<file path="src/rtl/branch_predictor.sv">
// ---------------------------------------------------------------------------
// branch_predictor
// Dynamic conditional-branch predictor: a table of 2-bit saturating counters
// indexed by the fetch PC (optionally XOR global history), a registered
// decode-stage copy of the prediction, and resolved/mispredict statistics.
//
// Ports
//   clk, rst_n        core clock, asynchronous active-low reset
//   pc_f, inst_f      fetch-stage PC and instruction word
//   stall, flush_d    decode-stage hold / squash (flush_d wins)
//   upd_en            conditional branch resolved in execute this cycle
//   upd_idx           table index carried with the resolved branch
//   upd_taken         resolved direction
//   upd_mispredict    resolved direction differed from the prediction
//   pred_taken_f      combinational fetch-stage prediction
//   prediction        registered decode-stage prediction
//   pred_idx_d        registered table index, pipelined down to upd_idx
//   branch_d          decode-stage instruction is a conditional branch
//   branch_cnt        saturating resolved-branch count
//   mispred_cnt       saturating mispredict count
// ---------------------------------------------------------------------------
module branch_predictor #(
  parameter int unsigned INDEX_BITS = 6,
  parameter int unsigned GSHARE     = 1,
  parameter int unsigned CNT_W      = 16
) (
  input  logic                  clk,
  input  logic                  rst_n,
  input  logic [31:0]           pc_f,
  input  logic [31:0]           inst_f,
  input  logic                  stall,
  input  logic                  flush_d,
  input  logic                  upd_en,
  input  logic [INDEX_BITS-1:0] upd_idx,
  input  logic                  upd_taken,
  input  logic                  upd_mispredict,
  output logic                  pred_taken_f,
  output logic                  prediction,
  output logic [INDEX_BITS-1:0] pred_idx_d,
  output logic                  branch_d,
  output logic [CNT_W-1:0]      branch_cnt,
  output logic [CNT_W-1:0]      mispred_cnt
);

  localparam int unsigned DEPTH     = 1 << INDEX_BITS;
  localparam logic [6:0]  OP_BRANCH = 7'b1100011;

  logic [1:0]            r_table [DEPTH];
  logic [INDEX_BITS-1:0] r_ghr;
  logic                  r_prediction;
  logic [INDEX_BITS-1:0] r_pred_idx_d;
  logic                  r_branch_d;
  logic [CNT_W-1:0]      r_branch_cnt;
  logic [CNT_W-1:0]      r_mispred_cnt;

  logic                  w_is_br_f;
  logic [INDEX_BITS-1:0] w_pc_idx;
  logic [INDEX_BITS-1:0] w_idx_f;
  logic [1:0]            w_upd_cur;
  logic [1:0]            w_upd_nxt;
  logic                  w_unused_ok;

  // Fetch-side decode and index formation
  assign w_is_br_f = (inst_f[6:0] == OP_BRANCH);
  assign w_pc_idx  = pc_f[INDEX_BITS+1:2];

  generate
    if (GSHARE != 0) begin : g_gshare
      assign w_idx_f = w_pc_idx ^ r_ghr;
    end else begin : g_pc_only
      assign w_idx_f = w_pc_idx;
    end
  endgenerate

  // Table read sees the pre-update value when the same entry trains this cycle
  assign pred_taken_f = w_is_br_f & r_table[w_idx_f][1];

  // Saturating next value for the entry being trained
  assign w_upd_cur = r_table[upd_idx];
  always_comb begin
    w_upd_nxt = w_upd_cur;
    if (upd_taken) begin
      if (w_upd_cur != 2'b11) w_upd_nxt = w_upd_cur + 2'(1);
    end else begin
      if (w_upd_cur != 2'b00) w_upd_nxt = w_upd_cur - 2'(1);
    end
  end

  // Counter table, reset to weakly not-taken
  always_ff @(posedge clk or negedge rst_n) begin
    if (!rst_n) begin
      for (int i = 0; i < int'(DEPTH); i++) r_table[i] <= 2'b01;
    end else if (upd_en) begin
      r_table[upd_idx] <= w_upd_nxt;
    end
  end

  // Non-speculative global history, shifted only by resolved branches
  always_ff @(posedge clk or negedge rst_n) begin
    if (!rst_n) begin
      r_ghr <= '0;
    end else if (upd_en) begin
      r_ghr <= {r_ghr[INDEX_BITS-2:0], upd_taken};
    end
  end

  // Decode-stage registers: flush beats stall
  always_ff @(posedge clk or negedge rst_n) begin
    if (!rst_n) begin
      r_prediction <= 1'b0;
      r_pred_idx_d <= '0;
      r_branch_d   <= 1'b0;
    end else if (flush_d) begin
      r_prediction <= 1'b0;
      r_pred_idx_d <= '0;
      r_branch_d   <= 1'b0;
    end else if (!stall) begin
      r_prediction <= pred_taken_f;
      r_pred_idx_d <= w_idx_f;
      r_branch_d   <= w_is_br_f;
    end
  end

  // Statistics, saturating at all-ones
  always_ff @(posedge clk or negedge rst_n) begin
    if (!rst_n) begin
      r_branch_cnt  <= '0;
      r_mispred_cnt <= '0;
    end else if (upd_en) begin
      if (r_branch_cnt != {CNT_W{1'b1}})
        r_branch_cnt <= r_branch_cnt + CNT_W'(1);
      if (upd_mispredict && (r_mispred_cnt != {CNT_W{1'b1}}))
        r_mispred_cnt <= r_mispred_cnt + CNT_W'(1);
    end
  end

  assign prediction  = r_prediction;
  assign pred_idx_d  = r_pred_idx_d;
  assign branch_d    = r_branch_d;
  assign branch_cnt  = r_branch_cnt;
  assign mispred_cnt = r_mispred_cnt;

  // Instruction and PC bits that play no part in prediction
  assign w_unused_ok = ^{inst_f[31:7], pc_f[31:INDEX_BITS+2], pc_f[1:0]};

endmodule

</file>
<file path="config.mk">
export PLATFORM = sky130hd
export DESIGN_NAME = branch_predictor
export DESIGN_NICKNAME = d
export VERILOG_FILES = /design/src/rtl/branch_predictor.sv
export SDC_FILE = /design/constraint.sdc
export NUM_CORES = 1
export LEC_CHECK = 0
export CAP_MARGIN = 20
export CELL_PAD_IN_SITES_DETAIL_PLACEMENT = 0
export CELL_PAD_IN_SITES_GLOBAL_PLACEMENT = 1
export CORE_MARGIN = 1.5
export CORE_UTILIZATION = 30
export CTS_BUF_LIST = sky130_fd_sc_hd__clkbuf_16
export CTS_CLUSTER_SIZE = 25
export DETAILED_ROUTE_END_ITERATION = 6
export PLACE_DENSITY = 0.65
export SLEW_MARGIN = 15
export SYNTH_ARGS = -nofsm -noshare
export SYNTH_HDL_FRONTEND = slang
export SYNTH_SLANG_ARGS = --single-unit
</file>
<file path="constraint.sdc">
create_clock -name clk -period 3.8 [get_ports clk]
set_input_delay 0.57 -clock clk [delete_from_list [all_inputs] [get_ports clk]]
set_output_delay 0.57 -clock clk [all_outputs]
set_load 0.01 [all_outputs]
</file>
==> metrics <==
status=completed; Post-CTS Hold Buffers=0; crit path kind=primary input to output pin; highest clock rate=around 270 MHz; CTS Sinks=between 150 and 200; Starting Density=between 30% and 40%; worst hold path type=primary input to asynchronous set/reset pin; final instance area=about 11000 µm²; Pleak=about 4.4 nW; synthesized net count=roughly 940; number of synthesized register bits=approximately 170; Die ar.=between 30000 and 40000 µm²; area post-placement=roughly 10000 µm²; max incr delay on CP=between 0.5 and 0.6 ns; fin crit share=between 90% and 100%; CP max stage cell=clkdlybuf4s50_1; wire per inst=approximately 19 µm; die height=between 150 and 200 µm; IO Port Bufs=between 60 and 70; crit path DAT=3.14 ns; Nets=~1000; top-area cell type share of the netlist area=a little under a third; gr ovfl total=0; Final Slew Violations=0; number of synthesized flops with an enable pin=0; Power, Total=between 5 and 6 mW; Synth Warn #=0; largest net degree at the start of global routing=77; Worst slew margin=49.6%; Max-Cap Viols=0; via count of the routed design=around 6800; core area=just under 30000 µm²; Startpoint Class=primary input; initial antenna violation count=0; Fin. Hold Viols=0; share of layout cells above drive strength 1=between 20% and 30%; Post-DRT Antenna Nets=0; HPWL Detailed=around 18000 µm; Distinct cells, synth=64; Clk pin slew, worst setup/hold paths=around 0.070 ns; first-pass iteration count of the detailed router=5; Root Driver=clkbuf_16; mapped cell area=9010 µm²; most used cell, CP=nor3_1; cell with the most instances after synthesis=nand2_1; CTS buffer count=17; DRC viols=0; shortest period the worst path allows=3.71 ns; fraction of registers with async set/reset=100%; Hold WS=~0.18 ns; worst-path cell chain=clkdlybuf4s50_1, xor2_1, buf_4, mux4_2, mux2i_2, nor3_1, a311o_1, a21oi_1, nor3_1, dlygate4sd2_1; Worst VDD drop=approximately 0.31 mV; DRT iter0 DRCs=between 300 and 400; drt via density=between 4 and 5; CP endpoint kind=output pin; pwr dens=around 470 nW/µm²; clk_lat worst skew=0.43 ns; Syn Inst Count=roughly 870; critical path peak fanout=3; CTS tree=done; CP required=approximately 3.2 ns; vias in the first global route=just over 7000; skew final=0.0102 ns; Longest Clk Path Bufs=2; GRT Total Usage=between 10% and 20%; Yosys top cell by area=dfrtp_1; first-pass GRT wire length=41000 µm; Diodes inserted=0; H-tree levels=4; Area growth syn-to-layout=22.1%; postcts setup bufs=0; leading post-synthesis cells by cell area=dfrtp_1 (31%), dfstp_2 (19%), nand2_1 (9.1%); Final GP Congestion=approximately 0.8; RSZ-0062 raised after global routing=false; Seq/Total Area, Yosys=49.2%; row cnt=63; I/O pins=roughly 120; Die Wd=around 180 µm; final setup fails=0; synthesized area per cell=between 10 and 15 µm²; Post-synth top cells=nand2_1 (219), dfrtp_1 (110), o21ai_0 (73); ys flop type=dfrtp_1; drt total wl=25400 µm; Worst Max-Slew Pin Slew=~0.76 ns
-- critical path, delay by kind of cell --
kind	cells	cell delay, ns
buf+inv	3	0.99
xor+xnor	1	0.22
simple gates	2	0.17
compound gates	2	0.47
mux	2	0.73
-- cell usage in the layout (no fill, tap or decap), types with 12 or more instances in the layout --
cell type / n
buf_12: 12
buf_4: 42
clkbuf_16: 17
clkdlybuf4s50_1: 62
dfrtp_1: 110
dfstp_2: 64
mux2_2: 17
mux2i_1: 26
mux4_2: 20
nand2_1: 219
nand3_1: 19
nor2_1: 32
o21ai_0: 73
o21ai_2: 60
xnor2_1: 23
xor2_1: 16
-- registers in the layout, indices dropped and copies added (netlist names) --
| signal | flops |
|---|---|
| r_table | 128 |
| branch_cnt | 16 |
| mispred_cnt | 16 |
| pred_idx_d | 6 |
| r_ghr | 6 |
| branch_d | 1 |
| prediction | 1 |
-- cell type report --
class | instances | area (µm²)
Clock buffer | 17 | 425
Clock inverter | 15 | 161
Sequential cell | 174 | 4430
Inverter | 8 | 30.0
Fill cell | 3006 | 18600
Timing Repair Buffer | 120 | 1210
Tap cell | 390 | 488
Multi-Input combinational cell | 640 | 4260
-- routing by layer --
metal | vias up | share of wire, % | GRT usage, %
met2 | 177 | 45 | 27.3
li1 | 3267 | - | -
met5 | - | 0 | 0
met4 | 0 | 1.9 | 4.63
met1 | 3287 | 47 | 23.9
met3 | 33 | 5.9 | 3.90
-- repair_timing --
| item | CTS | global route |
|---|---|---|
| endpoints found under the setup margin | 1 | 1 |
| hold endpoints to repair | 0 | 0 |
| gates cloned | 0 | 0 |
| gates resized for setup | 5 | 1 |
-- report_power, final --
group / internal [mW] / total [mW] / switching, mW
clock: 0.981 / 1.77 / 0.787
combinational: 0.547 / 1.11 / 0.564
sequential: 2.15 / 2.34 / 0.195
total: 3.67 / 5.22 / 1.55
-- final timing paths --
| check | start | end | slack [ns] | cells after the start |
|---|---|---|---|---|
| max reg2reg | r_table[32] | r_table[4] | 1.02 | 8 |
| min in group clk | r_table[64] | r_table[64] | 0.47 | 2 |
| min | rst_n | r_table[101] | 0.18 | 1 |
| max | pc_f[4] | pred_taken_f | 0.09 | 10 |
| max in group asynchronous | rst_n | r_table[94] | 2.67 | 2 |
| min reg2reg | r_table[64] | r_table[64] | 0.47 | 2 |
-- cell families (layout without fill, tap and decap cells) --
logic type | after synthesis | count (layout) | share of synthesized area [%]
AND/OR/NAND/NOR | 329 | 329 | 15.9
XOR/XNOR | 40 | 40 | 3.89
multiplexers | 71 | 71 | 11.6
adder cells (fa/ha/maj) | 2 | 2 | 0.278
AO/OA/AOI/OAI | 198 | 198 | 15.3
buffers and inverters | 51 | 160 | 3.80
flip-flops | 174 | 174 | 49.2
-- stage by stage --
step | util, % | TNS [ns] | setup slack (ns) | instances
after floorplan | - | 0 | 0.704 | 865
after global placement | 35.1 | -0.197 | -0.197 | 1332
after detailed placement | 35.1 | -0.147 | -0.147 | 1332
after CTS | 37.1 | 0 | 0.0976 | 1364
after global routing | 37.1 | 0 | 0.00409 | 1364
final | 37.1 | 0 | 0.0883 | 1364
(Power assumes the default switching activity.)
